<file path="config.mk">
export PLATFORM = sky130hd
export DESIGN_NAME = mp3dec_seq_ctrl
export DESIGN_NICKNAME = d
export VERILOG_FILES = /design/src/rtl/mp3dec_pkg.sv /design/src/rtl/mp3dec_stall_wdt.sv /design/src/rtl/mp3dec_seq_ctrl.sv
export SDC_FILE = /design/constraint.sdc
export NUM_CORES = 1
export LEC_CHECK = 0
export BUFFER_PORTS_ARGS = -buffer_cell sky130_fd_sc_hd__buf_4
export CAP_MARGIN = 20
export CORE_UTILIZATION = 38
export CTS_CLUSTER_DIAMETER = 200
export DETAILED_ROUTE_END_ITERATION = 8
export HOLD_SLACK_MARGIN = 0.06
export SYNTH_ARGS = -nofsm -noshare
export SYNTH_HDL_FRONTEND = slang
export SYNTH_SLANG_ARGS = --single-unit
</file>
<file path="constraint.sdc">
create_clock -name HCLK -period 3 [get_ports HCLK]
set_clock_uncertainty 0.2 [all_clocks]
set_input_delay 0.3 -clock HCLK [delete_from_list [all_inputs] [get_ports HCLK]]
set_output_delay 0.3 -clock HCLK [all_outputs]
set_load 0.01 [all_outputs]
</file>
<file path="src/rtl/mp3dec_pkg.sv">
// mp3dec_pkg: shared state encoding and default sequencing parameters
package mp3dec_pkg;
  typedef enum logic [2:0] {
    ST_IDLE        = 3'd0,
    ST_RST_ASSERT  = 3'd1,
    ST_RST_RELEASE = 3'd2,
    ST_PREFILL     = 3'd3,
    ST_RUN         = 3'd4,
    ST_DRAIN       = 3'd5
  } state_e;
  localparam int DEF_RST_CYCLES   = 16;
  localparam int DEF_PREFILL_LVL  = 64;
  localparam int DEF_STALL_CYCLES = 4096;
endpackage

</file>
<file path="src/rtl/mp3dec_stall_wdt.sv">
// mp3dec_stall_wdt: output-FIFO progress watchdog with one-shot stall pulse
module mp3dec_stall_wdt #(
  parameter int LVL_W        = 10,
  parameter int CNT_W        = 16,
  parameter int STALL_CYCLES = 4096
) (
  input  logic             clk,
  input  logic             rst,
  input  logic             en_i,
  input  logic [LVL_W-1:0] ofifo_lvl_i,
  input  logic [LVL_W-1:0] ififo_lvl_i,
  output logic             stall_o
);
  localparam logic [CNT_W-1:0] MAX = CNT_W'(STALL_CYCLES - 1);
  logic [CNT_W-1:0] cnt_q, cnt_d;
  logic [LVL_W-1:0] prev_q;
  logic             armed_q, armed_d, stall_q, stall_d, chg;
  always_comb begin
    chg     = ofifo_lvl_i != prev_q;
    cnt_d   = (!en_i || chg) ? '0 : (cnt_q == MAX) ? MAX : cnt_q + CNT_W'(1);
    stall_d = en_i && armed_q && cnt_d == MAX && ififo_lvl_i != '0;
    // re-arm only on level movement, so a frozen level fires at most once
    armed_d = (!en_i || chg) ? 1'b1 : stall_d ? 1'b0 : armed_q;
  end
  always_ff @(posedge clk) begin
    if (rst) begin
      cnt_q   <= '0;
      prev_q  <= '0;
      armed_q <= 1'b1;
      stall_q <= 1'b0;
    end else begin
      cnt_q   <= cnt_d;
      prev_q  <= ofifo_lvl_i;
      armed_q <= armed_d;
      stall_q <= stall_d;
    end
  end
  assign stall_o = stall_q;
endmodule

</file>
<file path="src/rtl/mp3dec_seq_ctrl.sv">
// mp3dec_seq_ctrl: run sequencer ordering FIFO reset, decoder reset and enable
module mp3dec_seq_ctrl
  import mp3dec_pkg::*;
#(
  parameter int LVL_W        = 10,
  parameter int RST_CYCLES   = DEF_RST_CYCLES,
  parameter int PREFILL_LVL  = DEF_PREFILL_LVL,
  parameter int STALL_CYCLES = DEF_STALL_CYCLES,
  parameter int CNT_W        = 16
) (
  input  logic             HCLK,
  input  logic             HRESET,
  input  logic             cmd_start,
  input  logic             cmd_abort,
  input  logic             eos,
  input  logic [LVL_W-1:0] ififo_rd_dcnt,
  input  logic [LVL_W-1:0] ofifo_wr_dcnt,
  input  logic             ififo_wrrst_busy,
  input  logic             ofifo_rdrst_busy,
  output logic             fifo_rst,
  output logic             dec_rst_n,
  output logic             dec_en,
  output logic [2:0]       state,
  output logic             done,
  output logic             stall
);
  localparam logic [31:0] PRE = PREFILL_LVL;
  state_e           state_q, state_d;
  logic [CNT_W-1:0] cnt_q, cnt_d;
  logic             fifo_rst_q, dec_rst_n_q, dec_en_q, done_q, done_d, pre_ok;
  // 32-bit compare so a threshold beyond the level range can only start on eos
  assign pre_ok = eos || 32'(ififo_rd_dcnt) >= PRE;
  always_comb begin
    state_d = state_q;
    cnt_d   = cnt_q;
    done_d  = 1'b0;
    case (state_q)
      ST_IDLE: if (cmd_start) begin
        state_d = ST_RST_ASSERT;
        cnt_d   = '0;
      end
      ST_RST_ASSERT: if (cnt_q == CNT_W'(RST_CYCLES - 1)) state_d = ST_RST_RELEASE;
        else cnt_d = cnt_q + CNT_W'(1);
      ST_RST_RELEASE: if (!ififo_wrrst_busy && !ofifo_rdrst_busy) state_d = ST_PREFILL;
      ST_PREFILL: if (pre_ok) state_d = ST_RUN;
      ST_RUN: if (eos && ififo_rd_dcnt == '0) state_d = ST_DRAIN;
      ST_DRAIN: if (ofifo_wr_dcnt == '0) begin
        state_d = ST_IDLE;
        done_d  = 1'b1;
      end
      default: state_d = ST_IDLE;
    endcase
    if (cmd_abort) begin
      state_d = ST_IDLE;
      done_d  = 1'b0;
    end
  end
  always_ff @(posedge HCLK) begin
    if (HRESET) begin
      state_q     <= ST_IDLE;
      cnt_q       <= '0;
      fifo_rst_q  <= 1'b1;
      dec_rst_n_q <= 1'b0;
      dec_en_q    <= 1'b0;
      done_q      <= 1'b0;
    end else begin
      state_q     <= state_d;
      cnt_q       <= cnt_d;
      fifo_rst_q  <= state_d inside {ST_IDLE, ST_RST_ASSERT};
      dec_rst_n_q <= state_d inside {ST_PREFILL, ST_RUN, ST_DRAIN};
      dec_en_q    <= state_d inside {ST_RUN, ST_DRAIN};
      done_q      <= done_d;
    end
  end
  mp3dec_stall_wdt #(
    .LVL_W(LVL_W), .CNT_W(CNT_W), .STALL_CYCLES(STALL_CYCLES)
  ) u_wdt (
    .clk        (HCLK),
    .rst        (HRESET),
    .en_i       (state_q == ST_RUN),
    .ofifo_lvl_i(ofifo_wr_dcnt),
    .ififo_lvl_i(ififo_rd_dcnt),
    .stall_o    (stall)
  );
  assign fifo_rst  = fifo_rst_q;
  assign dec_rst_n = dec_rst_n_q;
  assign dec_en    = dec_en_q;
  assign state     = state_q;
  assign done      = done_q;
endmodule

</file>
==> impl_metrics.tcl, run 1 <==
set metrics [dict create \
    n_antenna_cell 0 \
    path_class "reg2reg" \
    yosysSeqAreaShare 0.4138 \
    finish.instance_area_um2 2983 \
    rsz0062_at_grt "no" \
    wl_per_cell_um 12.56 \
    hold_viol 0 \
    worst_slew_pin_slew_ns 0.7473 \
    ys_async_sr_fraction 0 \
    first_iter_violations 99 \
    vias 2063 \
    hold_ws_ns 0.1093 \
    yosys_register_bits 51 \
    gp_congestion 0.7661 \
    syn_inst 282 \
    critPathArrivalTime_ns 2.68 \
    die_w_um 82.58 \
    fin_crit_ns 2.695 \
    syn_avg_cell_area_um2 8.750 \
    synth_fp_nets 311 \
    drv_slew 0 \
    clk_latency_ns 0.31 \
    core_region_area_um2 6096 \
    fin_nets 355 \
    yosys_warnings 0 \
    final_layout_size_suffix_gt1_frac 0.1835 \
    io_pins 35 \
    grt_overflow_total 0 \
    end_kind "flop" \
    cts.clk_slew.worst_paths_ns 0.09 \
    clock-sinks 51 \
    leakagePower_uw 0.001026 \
    regArea_um2 1021 \
    track_usage 0.1638 \
    crit_fanout 7 \
    relSlewSlack 0.4889 \
    cp-start-kind "flop" \
    fillers 603 \
    die_area_um2 6819 \
    synth_top_area_share 0.4138 \
    rrSetupSlack_ns 0.31 \
    multi_input_area_um2 1359 \
    power_density_nw_per_um2 399.6 \
    hp-class "in2reg" \
    cts_made_buffers 5 \
    tns_ns 0 \
    antenna_found_initial 0 \
    grt_pass1_vias 1868 \
    grt_max_degree 20 \
    ys.flop_type "dfxtp_1" \
    grt_pass1_wl_mm 8.542 \
    initial_core_util 0.4048 \
    peakVddDrop_mv 0.2161 \
    die_y_um 82.58 \
    routed_wirelength_mm 5.048 \
    max_cap_violations 0 \
    root_buffer "clkbuf_8" \
    areaGrowthSynthToFinish_pct 20.89 \
    rows 28 \
    place_ws_ns 0.3387 \
    ys_types 54 \
    yosys-top-cells-area "dfxtp_1 (41%), xnor2_1 (6.7%), xor2_1 (5.7%), nor2_1 (5.6%), a21oi_1 (3.0%)" \
    htreeDepth 2 \
    first_pass_iters 4 \
    hpwl_mm 3.657 \
    timing.final.crit_share 0.8982 \
    synth_top_cell_by_area "dfxtp_1" \
    cp_data_required_time_ns 2.99 \
    report.final.setup_viol 0 \
    synth_edf_count 0 \
    cts_tree "built" \
    setup_slack_ns 0.3054 \
    drc 0 \
    placed_area_um2 2778 \
    clock.fmax_mhz 371.1 \
    synth_most_common_cell "dfxtp_1" \
    synth_commonest_cells "dfxtp_1 (51), nor2_1 (37), xnor2_1 (19)" \
    port_buffers 34 \
    ant_nets 0 \
    viasPerCell 5.132 \
    netlist_area_um2 2467 \
    status "finished clean" \
    cts_max_path_buffers 2 \
]
[timing repair]
item                                    4_1_cts  5_1_grt
hold buffers                                 11        0
resized for setup                             0        0
endpoints found under the hold margin        15        0
endpoints found under the setup margin        0        0
setup buffers                                 0        0
[logic make-up (layout without fill, tap and decap cells)]
logic type,Yosys count,after routing,share of synthesized area
fa+ha+maj,2,2,0.01014
xor+xnor,35,35,0.1242
simple gates,135,135,0.3002
buf+inv,18,63,0.03550
mux,1,1,0.004057
compound gates,40,40,0.1121
flops,51,51,0.4138
[metrics by stage]
step,total power [uW],std cells,util
after global placement,781.1,383,0.4557
after detailed placement,782.5,383,0.4557
after floorplan,743.5,282,-
after CTS,1212,402,0.4893
after global routing,1249,402,0.4893
final,1192,402,0.4893
[sequential cells by signal (all words and copies together) (netlist names)]
register,count
cnt_q,16
dec_en,1
dec_rst_n,1
done,1
fifo_rst,1
state,3
u_wdt.armed_q,1
u_wdt.cnt_q,16
u_wdt.prev_q,10
u_wdt.stall_o,1
[critical path, cell delays in order (launching register included)]
cell	delay [ns]
dfxtp_1	0.47
ha_1	0.30
nand3_1	0.23
o31a_1	0.32
a2111oi_0	0.40
o21ai_1	0.14
a2111oi_2	0.43
nor2_1	0.09
[final cells by class]
cell class | instances | area share
clock buffer | 7 | 0.02894
clock inverter | 1 | 0.002936
inverter | 7 | 0.008809
multi-input combinational | 213 | 0.4555
sequential | 51 | 0.3423
tap | 75 | 0.03146
timing repair buffer | 48 | 0.1300
[where the power goes]
part	switching [uW]	internal, uW
sequential	5.62	685
clock	225	189
combinational	37.2	49.5
[worst paths after layout]
kind	from	endpoint	depth (start not counted)
worst max-delay path	u_wdt.cnt_q[0]	u_wdt.armed_q	7
worst min-delay path	HRESET	u_wdt.prev_q[1]	2
worst max register to register	u_wdt.cnt_q[0]	u_wdt.armed_q	7
worst min register to register	cnt_q[1]	cnt_q[1]	2
[metal layers]
| metal | part of all wire | vias to the layer above | global-route usage |
|---|---|---|---|
| met2 | 0.44 | 39 | 0.2479 |
| met5 | 0 | - | 0 |
| met4 | 0.013 | 0 | 0.06207 |
| li1 | - | 1084 | - |
| met1 | 0.50 | 934 | 0.2209 |
| met3 | 0.047 | 6 | 0.04396 |
[cells in the final DEF (no fill, tap or decap), drive strengths merged, types with 3 or more instances in the layout]
cell / count
a2111oi: 4
nor2: 37
buf: 37
nor2b: 11
and3: 6
dfxtp: 51
a21oi: 15
nor3: 14
inv: 7
nand2: 18
nor4: 11
xnor2: 19
o21ai: 4
or4: 5
a31oi: 3
nand4: 9
or3b: 3
dlygate4sd3: 11
clkbuf: 7
xor2: 16
nand3: 7
(Power assumes the default switching activity.)
==> run 2, diff against run 1 <==
--- a/config.mk
+++ b/config.mk
@@ -11,6 +11,7 @@
 export CTS_CLUSTER_DIAMETER = 200
 export DETAILED_ROUTE_END_ITERATION = 8
 export HOLD_SLACK_MARGIN = 0.06
+export SKIP_LAST_GASP = 1
 export SYNTH_ARGS = -nofsm -noshare
 export SYNTH_HDL_FRONTEND = slang
 export SYNTH_SLANG_ARGS = --single-unit
==> constraint.sdc (replaced) <==
create_clock -name HCLK -period 2.2 [get_ports HCLK]
set_clock_uncertainty 0.2 [all_clocks]
set_input_delay 0.22 -clock HCLK [delete_from_list [all_inputs] [get_ports HCLK]]
set_output_delay 0.22 -clock HCLK [all_outputs]
set_load 0.01 [all_outputs]
==> impl_metrics.tcl, run 2 (synthesis results as in run 1) <==
set metrics [dict create \
    status "finished with violations" \
    violations "negative setup slack" \
    fin_util 0.5899 \
    drv_slew 0 \
    cts_max_path_buffers 2 \
    final_layout_size_suffix_gt1_frac 0.3792 \
    power_frac_seq 0.563 \
    final_common_cell "buf_4" \
    leakagePower_uw 0.001357 \
    grt_overflow_total 0 \
    io_pins 35 \
    end_kind "flop" \
    clock.fmax_mhz 452.2 \
    switchingPower_uw 361.0 \
    grt_pass1_vias 2150 \
    timing.final.crit_share 1.005 \
    clkPwrFrac 0.350 \
    rsz0062_at_grt "yes" \
    report.final.setup_viol 1 \
    hp-class "in2reg" \
    drc 0 \
    ant_nets 0 \
    fin_nets 413 \
    combPwrFrac 0.087 \
    max_cap_violations 0 \
    grt_pass1_wl_mm 9.211 \
    cp_data_required_time_ns 2.19 \
    first_pass_iters 4 \
    total_power_uw 1663 \
    die_y_um 82.58 \
    areaGrowthSynthToFinish_pct 45.74 \
    clock-sinks 51 \
    use_met2 0.2793 \
    critPathArrivalTime_ns 2.20 \
    die_w_um 82.58 \
    n_antenna_cell 0 \
    fin_crit_ns 2.212 \
    intPower_uw 1302 \
    placedCellCount 431 \
    layout_common_cells "buf_4 (91), dfxtp_1 (42), nor2_1 (37)" \
    hpwl_mm 4.091 \
    rows 28 \
    power_density_nw_per_um2 462.3 \
    worst_slew_pin_slew_ns 0.5745 \
    track_usage 0.1750 \
    stdcell_count 460 \
    cp-start-kind "flop" \
    path_class "reg2reg" \
    hold_viol 0 \
    crit_fanout 5 \
    largestRegisters "cnt_q: 16 flops, u_wdt.cnt_q: 16 flops, u_wdt.prev_q: 10 flops" \
    antenna_found_initial 0 \
    setup_slack_ns -0.01161 \
    fillers 524 \
    hold_ws_ns 0.1380 \
    p_sw_frac 0.2172 \
    use_met1 0.2308 \
    relSlewSlack 0.6134 \
    first_iter_violations 65 \
    routed_wirelength_mm 5.824 \
    busiest_layer "met2" \
    peakVddDrop_mv 0.3186 \
    grt_max_degree 19 \
    cts.clk_slew.worst_paths_ns 0.09 \
    cts_made_buffers 5 \
    wl_per_cell_um 12.66 \
    initial_core_util 0.4048 \
    die_area_um2 6819 \
    clk_latency_ns 0.30 \
    gp_congestion 0.8120 \
    core_region_area_um2 6096 \
    htreeDepth 2 \
    cts_tree "built" \
    root_buffer "clkbuf_8" \
    grt_util_met3 0.04615 \
    viasPerCell 5.087 \
    vias 2340 \
    port_buffers 34 \
]
==> run 2: changes by cell type in the layout (fill, tap and decap cells not counted), sizes merged <==
| cell | before | now |
|---|---|---|
| buf | 37 | 94 |
| clkbuf | 7 | 8 |
| clkinv | 1 | 0 |
| dlygate4sd3 | 11 | 12 |
==> run 2: power by group through the flow <==
stage                     combinational, uW  clock [uW]  sequential, uW
after floorplan                        54.3           0             961
after global placement                  119           0             961
after detailed placement                119           0             961
after CTS                               135         606             938
after global routing                    157         645             938
final                                   144         582             936
==> run 2: layout make-up <==
cell class,count,area (um^2),share of cell area
Sequential cell,51,1037,0.2884
Multi-Input combinational cell,213,1501,0.4175
Tap cell,75,93.84,0.02610
Timing Repair Buffer,106,837.1,0.2328
Inverter,7,26.28,0.007307
Clock buffer,8,100.1,0.02784
==> run 2: routing by layer <==
layer | share of wire | vias to the layer above | routed length (um)
met5 | 0 | - | 0
met2 | 0.47 | 42 | 2734
li1 | - | 1199 | -
met1 | 0.48 | 1093 | 2809
met4 | 0.0076 | 0 | 44
met3 | 0.040 | 6 | 235
==> run 2: path summary, 6_finish.rpt <==
| kind | slack [ns] | endpoint | cells after the start | from |
|---|---|---|---|---|
| setup reg to reg | -0.01 | u_wdt.armed_q | 6 | u_wdt.cnt_q[9] |
| setup / recovery | -0.01 | u_wdt.armed_q | 6 | u_wdt.cnt_q[9] |
| hold / removal | 0.14 | u_wdt.prev_q[1] | 3 | HRESET |
| hold reg to reg | 0.29 | cnt_q[1] | 2 | cnt_q[1] |
==> run 2: metrics by stage <==
step / setup TNS (ns) / area [um^2] / setup WS, ns
3_5_place_dp: -0.7051 / 3149 / -0.2873
5_1_grt: -0.5043 / 3596 / -0.1648
2_1_floorplan: -0.2542 / 2485 / -0.09409
6_report: -0.01161 / 3596 / -0.01161
4_1_cts: 0 / 3463 / 0.00009281
3_3_place_gp: -0.5700 / 3149 / -0.2464
==> run 2: what timing repair did <==
item                                    in CTS  in global routing
setup buffers                                6                  3
endpoints found under the hold margin       15                  0
hold buffers                                12                  0
resized for setup                           14                 24
pin swaps                                    8                  6
endpoints found under the setup margin       2                 12
==> run 2: worst max-delay path: stages, from the launching register on <==
cell       delay, ns
dfxtp_2         0.37
nand4_1         0.22
o31a_1          0.41
a2111oi_4       0.35
o21ai_2         0.13
a2111oi_4       0.37
nor2_1          0.06
==> run 3, diff against run 2 <==
--- a/config.mk
+++ b/config.mk
@@ -11,6 +11,7 @@
 export CTS_CLUSTER_DIAMETER = 200
 export DETAILED_ROUTE_END_ITERATION = 8
 export HOLD_SLACK_MARGIN = 0.06
+export SETUP_SLACK_MARGIN = 0.15
 export SKIP_LAST_GASP = 1
 export SYNTH_ARGS = -nofsm -noshare
 export SYNTH_HDL_FRONTEND = slang
==> impl_metrics.tcl, run 3 (synthesis results as in run 1) <==
set metrics [dict create \
    status "finished with violations" \
    violations "negative setup slack" \
    rsz0062_at_grt "yes" \
    peakVddDrop_mv 0.2976 \
    first_iter_violations 79 \
    leakagePower_uw 0.001368 \
    hold_path_startpoint "ofifo_wr_dcnt[9]" \
    hpwl_mm 4.169 \
    areaGrowthSynthToFinish_pct 48.07 \
    initial_core_util 0.4048 \
    clock.fmax_mhz 453.1 \
    setup_slack_ns -0.006853 \
    crit_family "compound AO/OA/AOI/OAI gates" \
    path_cells "nand4_4 > or4_4 > a2111oi_4 > o21ai_2 > a2111oi_4 > nor2_1" \
    fin_crit_ns 2.207 \
    grt_overflow_total 0 \
    hp-class "in2reg" \
    r2r_end "u_wdt.armed_q" \
    die_w_um 82.58 \
    path_buf_inv 0 \
    critPathArrivalTime_ns 2.20 \
    port_buffers 34 \
    crit_path_top_delay_cell "or4_4" \
    grt_pass1_wl_mm 9.991 \
    drc 0 \
    final_layout_size_suffix_gt1_frac 0.4167 \
    die_area_um2 6819 \
    cts_max_path_buffers 2 \
    finish.instance_area_um2 3654 \
    track_usage 0.1902 \
    vias 2381 \
    clk_latency_ns 0.31 \
    rrSetupSlack_ns -0.007 \
    core_region_area_um2 6096 \
    htreeDepth 2 \
    antenna_found_initial 0 \
    end_kind "flop" \
    drv_slew 0 \
    n_antenna_cell 0 \
    power_density_nw_per_um2 445.3 \
    cts.clk_slew.worst_paths_ns 0.10 \
    worst_slew_pin_slew_ns 0.6849 \
    ant_nets 0 \
    cts_made_buffers 5 \
    final_common_cell "buf_4" \
    hold_ws_ns 0.05690 \
    tns_ns -0.006853 \
    grt_pass1_vias 2320 \
    max_cap_violations 0 \
    ff2ff_path_depth 6 \
    rr_startpoint "u_wdt.cnt_q[0]" \
    timing.final.crit_share 1.003 \
    cp-start-kind "flop" \
    viasPerCell 5.187 \
    layout_common_cells "buf_4 (89), dfxtp_1 (39), nor2_1 (37)" \
    io_pins 35 \
    gp_congestion 0.8429 \
    critPathLaunch "u_wdt.cnt_q[0]" \
    whs_endpoint "done" \
    report.final.setup_viol 1 \
    clock-sinks 51 \
    wl_per_cell_um 13.58 \
    min_path_cells 4 \
    cts_tree "built" \
    cpPeakStageDelay_ns 0.51 \
    routed_wirelength_mm 6.234 \
    largestRegisters "cnt_q: 16 flops, u_wdt.cnt_q: 16 flops, u_wdt.prev_q: 10 flops" \
    root_buffer "clkbuf_8" \
    first_pass_iters 4 \
    place_ws_ns -0.2760 \
    grt_max_degree 19 \
    cp_data_required_time_ns 2.20 \
    rows 28 \
    path_class "reg2reg" \
    relSlewSlack 0.5392 \
    die_y_um 82.58 \
    fin_nets 412 \
    crit_fanout 4 \
    hold_viol 0 \
    path_common_cell "a2111oi_4" \
    placed_area_um2 3166 \
]
==> run 3: final cells by class <==
class,instances,area [um^2]
Multi-Input combinational cell,213,1574
Timing Repair Buffer,105,834.6
Inverter,7,26.28
Fill cell,541,2442
Clock buffer,5,68.82
Sequential cell,51,1041
Clock inverter,3,15.01
Tap cell,75,93.84
==> run 3: how the worst max path moves through the flow <==
stage	end	cells after the start
after global routing	u_wdt.armed_q	6
after floorplan	state[0]	6
after detailed placement	state[0]	7
after CTS	u_wdt.armed_q	6
after global placement	state[0]	7
final	u_wdt.armed_q	6
==> run 3: worst reg2reg max path, cell delays in order, from the launching register on <==
cell and delay, ns:
dfxtp_4 0.38, nand4_4 0.11, or4_4 0.51, a2111oi_4 0.33, o21ai_2 0.13, a2111oi_4 0.37, nor2_1 0.07
==> run 3: power breakdown <==
| group | internal (uW) | switching [uW] | leakage [uW] | total (uW) |
|---|---|---|---|---|
| clock network | 219 | 318 | 0.0000477 | 537 |
| registers | 932 | 5.34 | 0.000420 | 937 |
| logic | 88.9 | 64.5 | 0.000900 | 153 |
| total | 1240 | 388 | 0.00137 | 1630 |
==> run 3: layer usage <==
layer | wire, um | GRT usage | part of all wire | vias to the layer above
met3 | 247 | 0.04945 | 0.040 | 9
met4 | 77 | 0.06897 | 0.012 | 0
li1 | - | - | - | 1201
met2 | 2984 | 0.3231 | 0.48 | 55
met5 | 0 | 0 | 0 | -
met1 | 2924 | 0.2306 | 0.47 | 1116
==> run 3: metrics by stage <==
step                      total power, uW  cells  utilization
after floorplan                      1017    282            -
after global placement               1084    431       0.5193
after detailed placement             1087    431       0.5193
after CTS                            1631    454       0.5727
after global routing                 1691    459       0.5993
final                                1627    459       0.5993
==> run 3: what timing repair did <==
item	CTS	global route
pin swaps	6	14
endpoints found under the setup margin	11	23
endpoints found under the hold margin	16	0
setup buffers	3	6
hold buffers	12	0
gates cloned	0	0
resized for setup	24	30
